--- src/rtl/extrinsic_interleaver.sv ---
// Extrinsic stage after the SISO decoder: captures LLR/systematic/a-priori, forms
// the saturated (optionally 0.75-scaled) extrinsic and applies the turbo (de)interleaver.
module extrinsic_interleaver #(
  parameter int                  DATA_SIZE = 12,
  parameter int                  N_ELEM    = 7,
  parameter logic [3*N_ELEM-1:0] PERM      = 21'b110_101_011_000_001_100_010,
  parameter bit                  SCALE_EN  = 1'b1
) (
  input  logic                          clk_i,
  input  logic                          reset_n_i,
  input  logic                          start_i,
  input  logic                          mode_i,
  input  logic [N_ELEM*DATA_SIZE-1:0]   llr_i,
  input  logic [N_ELEM*4-1:0]           sys_i,
  input  logic [N_ELEM*DATA_SIZE-1:0]   apriori_i,
  input  logic                          ready_i,
  output logic                          valid_o,
  output logic [N_ELEM*DATA_SIZE-1:0]   ext_o,
  output logic                          busy_o,
  output logic                          drop_o,
  output logic [7:0]                    blk_cnt_o
);

  localparam int DW = DATA_SIZE + 2;

  typedef enum logic [1:0] {
    ST_IDLE = 2'd0,
    ST_CALC = 2'd1,
    ST_PERM = 2'd2,
    ST_HOLD = 2'd3
  } state_t;

  state_t                        state_q, state_d;
  logic [N_ELEM*DATA_SIZE-1:0]   llr_q, llr_d;
  logic [N_ELEM*4-1:0]           sys_q, sys_d;
  logic [N_ELEM*DATA_SIZE-1:0]   apr_q, apr_d;
  logic                          mode_q, mode_d;
  logic [N_ELEM*DATA_SIZE-1:0]   e_q, e_d;
  logic [N_ELEM*DATA_SIZE-1:0]   ext_q, ext_d;
  logic                          valid_q, valid_d;
  logic                          drop_q, drop_d;
  logic [7:0]                    cnt_q, cnt_d;
  logic                          capture;

  // The 14-bit difference is exact for every input combination; saturation happens last.
  function automatic logic [DATA_SIZE-1:0] calc_ext(input logic [DATA_SIZE-1:0] llr,
                                                    input logic [3:0]           sys,
                                                    input logic [DATA_SIZE-1:0] apr);
    logic signed [DW-1:0] diff;
    logic signed [DW-1:0] scaled;
    diff = $signed({{2{llr[DATA_SIZE-1]}}, llr})
         - $signed({{(DW-4){sys[3]}}, sys})
         - $signed({{2{apr[DATA_SIZE-1]}}, apr});
    if (SCALE_EN) scaled = (diff >>> 1) + (diff >>> 2);
    else          scaled = diff;
    if (scaled[DW-1:DATA_SIZE-1] == '0 || scaled[DW-1:DATA_SIZE-1] == '1)
      calc_ext = scaled[DATA_SIZE-1:0];
    else if (scaled[DW-1])
      calc_ext = {1'b1, {(DATA_SIZE-1){1'b0}}};
    else
      calc_ext = {1'b0, {(DATA_SIZE-1){1'b1}}};
  endfunction

  always_comb begin
    state_d = state_q;
    llr_d   = llr_q;
    sys_d   = sys_q;
    apr_d   = apr_q;
    mode_d  = mode_q;
    e_d     = e_q;
    ext_d   = ext_q;
    valid_d = valid_q;
    drop_d  = drop_q;
    cnt_d   = cnt_q;
    capture = 1'b0;

    case (state_q)
      ST_IDLE: begin
        if (start_i) capture = 1'b1;
      end
      ST_CALC: begin
        if (start_i) drop_d = 1'b1;
        for (int k = 0; k < N_ELEM; k++) begin
          e_d[(N_ELEM-1-k)*DATA_SIZE +: DATA_SIZE] =
            calc_ext(llr_q[(N_ELEM-1-k)*DATA_SIZE +: DATA_SIZE],
                     sys_q[(N_ELEM-1-k)*4 +: 4],
                     apr_q[(N_ELEM-1-k)*DATA_SIZE +: DATA_SIZE]);
        end
        state_d = ST_PERM;
      end
      ST_PERM: begin
        if (start_i) drop_d = 1'b1;
        for (int j = 0; j < N_ELEM; j++) begin
          if (!mode_q)
            ext_d[(N_ELEM-1-j)*DATA_SIZE +: DATA_SIZE] =
              e_q[(N_ELEM-1-int'(PERM[3*j +: 3]))*DATA_SIZE +: DATA_SIZE];
          else
            ext_d[(N_ELEM-1-int'(PERM[3*j +: 3]))*DATA_SIZE +: DATA_SIZE] =
              e_q[(N_ELEM-1-j)*DATA_SIZE +: DATA_SIZE];
        end
        valid_d = 1'b1;
        state_d = ST_HOLD;
      end
      ST_HOLD: begin
        if (ready_i) begin
          cnt_d   = cnt_q + 8'd1;
          valid_d = 1'b0;
          if (start_i) capture = 1'b1;
          else         state_d = ST_IDLE;
        end else if (start_i) begin
          drop_d = 1'b1;
        end
      end
      default: state_d = ST_IDLE;
    endcase

    // A hand-off in HOLD and a fresh start in IDLE load the block the same way.
    if (capture) begin
      llr_d   = llr_i;
      sys_d   = sys_i;
      apr_d   = apriori_i;
      mode_d  = mode_i;
      state_d = ST_CALC;
    end
  end

  always_ff @(posedge clk_i or negedge reset_n_i) begin
    if (!reset_n_i) begin
      state_q <= ST_IDLE;
      llr_q   <= '0;
      sys_q   <= '0;
      apr_q   <= '0;
      mode_q  <= 1'b0;
      e_q     <= '0;
      ext_q   <= '0;
      valid_q <= 1'b0;
      drop_q  <= 1'b0;
      cnt_q   <= 8'd0;
    end else begin
      state_q <= state_d;
      llr_q   <= llr_d;
      sys_q   <= sys_d;
      apr_q   <= apr_d;
      mode_q  <= mode_d;
      e_q     <= e_d;
      ext_q   <= ext_d;
      valid_q <= valid_d;
      drop_q  <= drop_d;
      cnt_q   <= cnt_d;
    end
  end

  assign valid_o   = valid_q;
  assign ext_o     = ext_q;
  assign busy_o    = (state_q != ST_IDLE);
  assign drop_o    = drop_q;
  assign blk_cnt_o = cnt_q;

endmodule
--- config.mk ---
export PLATFORM = sky130hd
export DESIGN_NAME = extrinsic_interleaver
export DESIGN_NICKNAME = d
export VERILOG_FILES = /design/src/rtl/extrinsic_interleaver.sv
export SDC_FILE = /design/constraint.sdc
export NUM_CORES = 1
export LEC_CHECK = 0
export CAP_MARGIN = 15
export CORE_AREA = 5 5 193 270
export CTS_BUF_LIST = sky130_fd_sc_hd__clkbuf_8
export CTS_CLUSTER_DIAMETER = 30
export CTS_CLUSTER_SIZE = 25
export DETAILED_ROUTE_END_ITERATION = 12
export DIE_AREA = 0 0 198 275
export GPL_TIMING_DRIVEN = 0
export PLACE_DENSITY = 0.72
export REMOVE_ABC_BUFFERS = 1
export SYNTH_ARGS = -nofsm -noshare
export SYNTH_HDL_FRONTEND = slang
export SYNTH_SLANG_ARGS = --single-unit
--- constraint.sdc ---
create_clock -name clk_i -period 6.9 [get_ports clk_i]
set_clock_uncertainty 0.15 [all_clocks]
set_input_delay 1.38 -clock clk_i [delete_from_list [all_inputs] [get_ports clk_i]]
set_output_delay 1.38 -clock clk_i [all_outputs]
set_load 0.02 [all_outputs]
==> summary.txt <==
Floorplan
  – Chip width: 198 um
  – Die area: between 50000 and 60000 sq um
  – Row cnt: slightly below 100
  – Initial core utilization: just under 50%
  – IO Pins: just under 300
  – Die Y: 275 um
  – Std-Cell Core Area: 49500 sq um

Logic synthesis
  – Mapped Avg Cell Area: between 10 and 15 sq um
  – Seq cells post-synth: 377
  – Post-Syn Instances: roughly 2400
  – Main synth FF type: dfrtp_1
  – Count of yosys warnings during synthesis: 0
  – Top cells by count, synth: 377 x dfrtp_1, 216 x inv_1, 197 x o21ai_0, 180 x ha_1, 175 x a21oi_1
  – Distinct cell type count after synthesis: between 70 and 80
  – Synth top area share: about two fifths
  – Yosys top cell by area: dfrtp_1
  – Cell Area, Synth: approximately 24000 sq um
  – Post-synth EDFFs: 0
  – Asr flop ratio synth: 100%
  – Count leader, synth: dfrtp_1
  – Synth area leaders: dfrtp_1 39%, ha_1 9.2%, fa_1 7.5%
  – Seq/Total Area, Yosys: 38.7%

Timing
  – Final min period: 5.74 ns
  – Worst slew pin tran: between 1 and 1.5 ns
  – Final setup fails: 0
  – RSZ-0062 raised after global routing: false
  – Slew Limit Headroom: roughly 33%
  – FMAX: around 170 MHz
  – Hold Vio Cnt, Final: 0
  – Fin. max-slew vios: 0
  – Final Cycle Share: between 80 and 90%

Global routing
  – Grt met3 use: under 10%
  – Grt total ovfl: 0
  – First-pass GRT wire length: a little under 100 mm
  – M1 GR Usage: approximately a quarter
  – Met2 Usage GRT: between 30% and 40%
  – Total global-route track usage: between 20% and 30%
  – Largest net degree at the start of global routing: between 100 and 150
  – Vias in the first global route: approximately 20000
  – GRT busiest layer: met2
  – Initial antenna violation count: 2

Worst setup path
  – WP buf/inv: 2
  – CP Launch Type: register
  – Critical Path Sink Type: register
  – Worst stage delay on the critical path: around 0.70 ns
  – Crit path top cell by count: a21o_1
  – Arr. time, crit path: slightly above 6 ns
  – Top cell family by delay on the critical path: compound AO/OA/AOI/OAI gates
  – Crit Path Max Fanout: 11
  – Critical path class: register to register
  – Required time of the critical path: between 7 and 8 ns
  – CP Cell Sequence: inv_1, fa_1, ha_1, a21o_1, a21o_1, a21oi_1, o21ai_1, a21o_1, a21o_1, xor2_1, ha_1, inv_1, or3_1, a2111oi_0, a22oi_1, a21oi_1, a221oi_1
  – CP max-delay cell: a21oi_1
  – Reg2Reg Setup Slack: 1.16 ns

Clock network
  – H-tree depth: 3
  – Root buf cell: clkbuf_8
  – Reg clk slew, reported paths: about 0.080 ns
  – CTS tree: built
  – Cts bufs inserted: 82
  – Worst skew pair latency: 0.67 ns
  – Clock Path Buffers: 3
  – Hold Buf Count CTS: 0
  – Post-CTS setup buffer count: 0
  – Post-CTS sizing: 0
  – Clock sink count: 377

Job
  – Number of max-cap violations: 0

Detailed routing
  – Avg WL per Cell: between 15 and 20 um
  – Iteration-0 DRC Markers: 687
  – Routed vias/inst: about 5.4
  – DRT Pass-1 Iters: 5
  – Antenna Nets Post-Route: 0
  – Drt drc: 0
  – Via count: 18800
  – Total Wirelength: 57.8 mm

Min path
  – Hold WC Path Type: register to register

Placement
  – Port Buffers: just under 300
  – Gpl congestion: roughly 0.89
  – Placed wire-length estimate: between 40 and 50 mm
  – Placed Area: 28200 sq um

Finish
  – Share of cells above drive strength 1: 11.8%
  – Synth-to-layout area growth: 23.6%
  – Nets: 3212
  – Final Cell Area: 30100 sq um

Run status
  – Outcome: finished, final reports clean
==> cell families after synthesis <==
logic type	share of synthesized area, %
AOI/OAI and AO/OA	17.0
xor gates and xnor gates	4.62
adders and majority gates	16.7
buffers and inverters	4.70
DFF	38.7
muxes	8.35
and+or+nand+nor	9.92
==> state kept, by name (all words and copies together), names as in the netlist <==
signal,count
ext_o,84
apr_q,84
mode_q,1
valid_o,1
e_q,84
sys_q,28
drop_o,1
state_q,2
blk_cnt_o,8
llr_q,84
==> layer usage <==
metal	wire, um	vias up
met1	23500	9136
li1	-	9199
met2	29400	364
met4	1760	0
met5	0	-
met3	3150	99
==> per-stage QoR <==
stage	utilization (%)	setup TNS (ns)	setup slack, ns	hold WS, ns	cells
2_1_floorplan	-	-2285.54	-11.94	0.296	2331
6_report	60.8	0	1.16	0.322	3453
5_1_grt	60.8	0	0.785	0.335	3453
4_1_cts	60.8	0	1.24	0.327	3451
3_5_place_dp	57.0	0	1.29	0.315	3299
3_3_place_gp	56.1	-8194.91	-19.17	0.303	3269
==> path summary, 6_finish.rpt <==
kind	from	end	depth (start not counted)
hold reg to reg	blk_cnt_o[7]	blk_cnt_o[7]	1
hold / removal	blk_cnt_o[7]	blk_cnt_o[7]	1
min in group asynchronous	reset_n_i	apr_q[4]	1
max in group asynchronous	reset_n_i	e_q[60]	3
setup / recovery	sys_q[3]	e_q[7]	17
setup reg to reg	sys_q[3]	e_q[7]	17
==> placed cells by master, fill, tap and decap left out, types with 9 or more instances in the layout <==
cell type        count
a21o_1              46
xor2_1              27
o21ai_0            197
nor2_1             148
inv_8               12
clkbuf_8            87
and2_1              11
o31a_1              11
a31oi_1             13
nand3_1             19
fa_1                91
buf_6               14
mux2_2             122
o22ai_1             15
nand2b_1            19
nand3b_1             9
a221o_1             49
or3_1               16
inv_1              218
ha_1               178
dfrtp_1            376
clkdlybuf4s50_1    294
or2_2                9
a21oi_1            175
inv_6               13
clkinvlp_4          14
nor3_1              26
a211oi_1            15
nor2b_1             43
xnor2_1             99
a21boi_0            11
o21bai_1            14
nand2_1            165
a221oi_1            11
mux2i_1             66
o21a_1              19
==> area by class of cell <==
type	instances	area [sq um]
Inverter	216	811
Tap cell	643	805
Clock buffer	87	1200
Antenna cell	2	5.00
Timing Repair Buffer	325	3360
Multi-Input combinational cell	1738	13800
Fill cell	4089	19400
Sequential cell	377	9440
Clock inverter	65	686
Power is not shown: default switching activity piles up to over one toggle a cycle in this logic, so the estimate is an artifact.
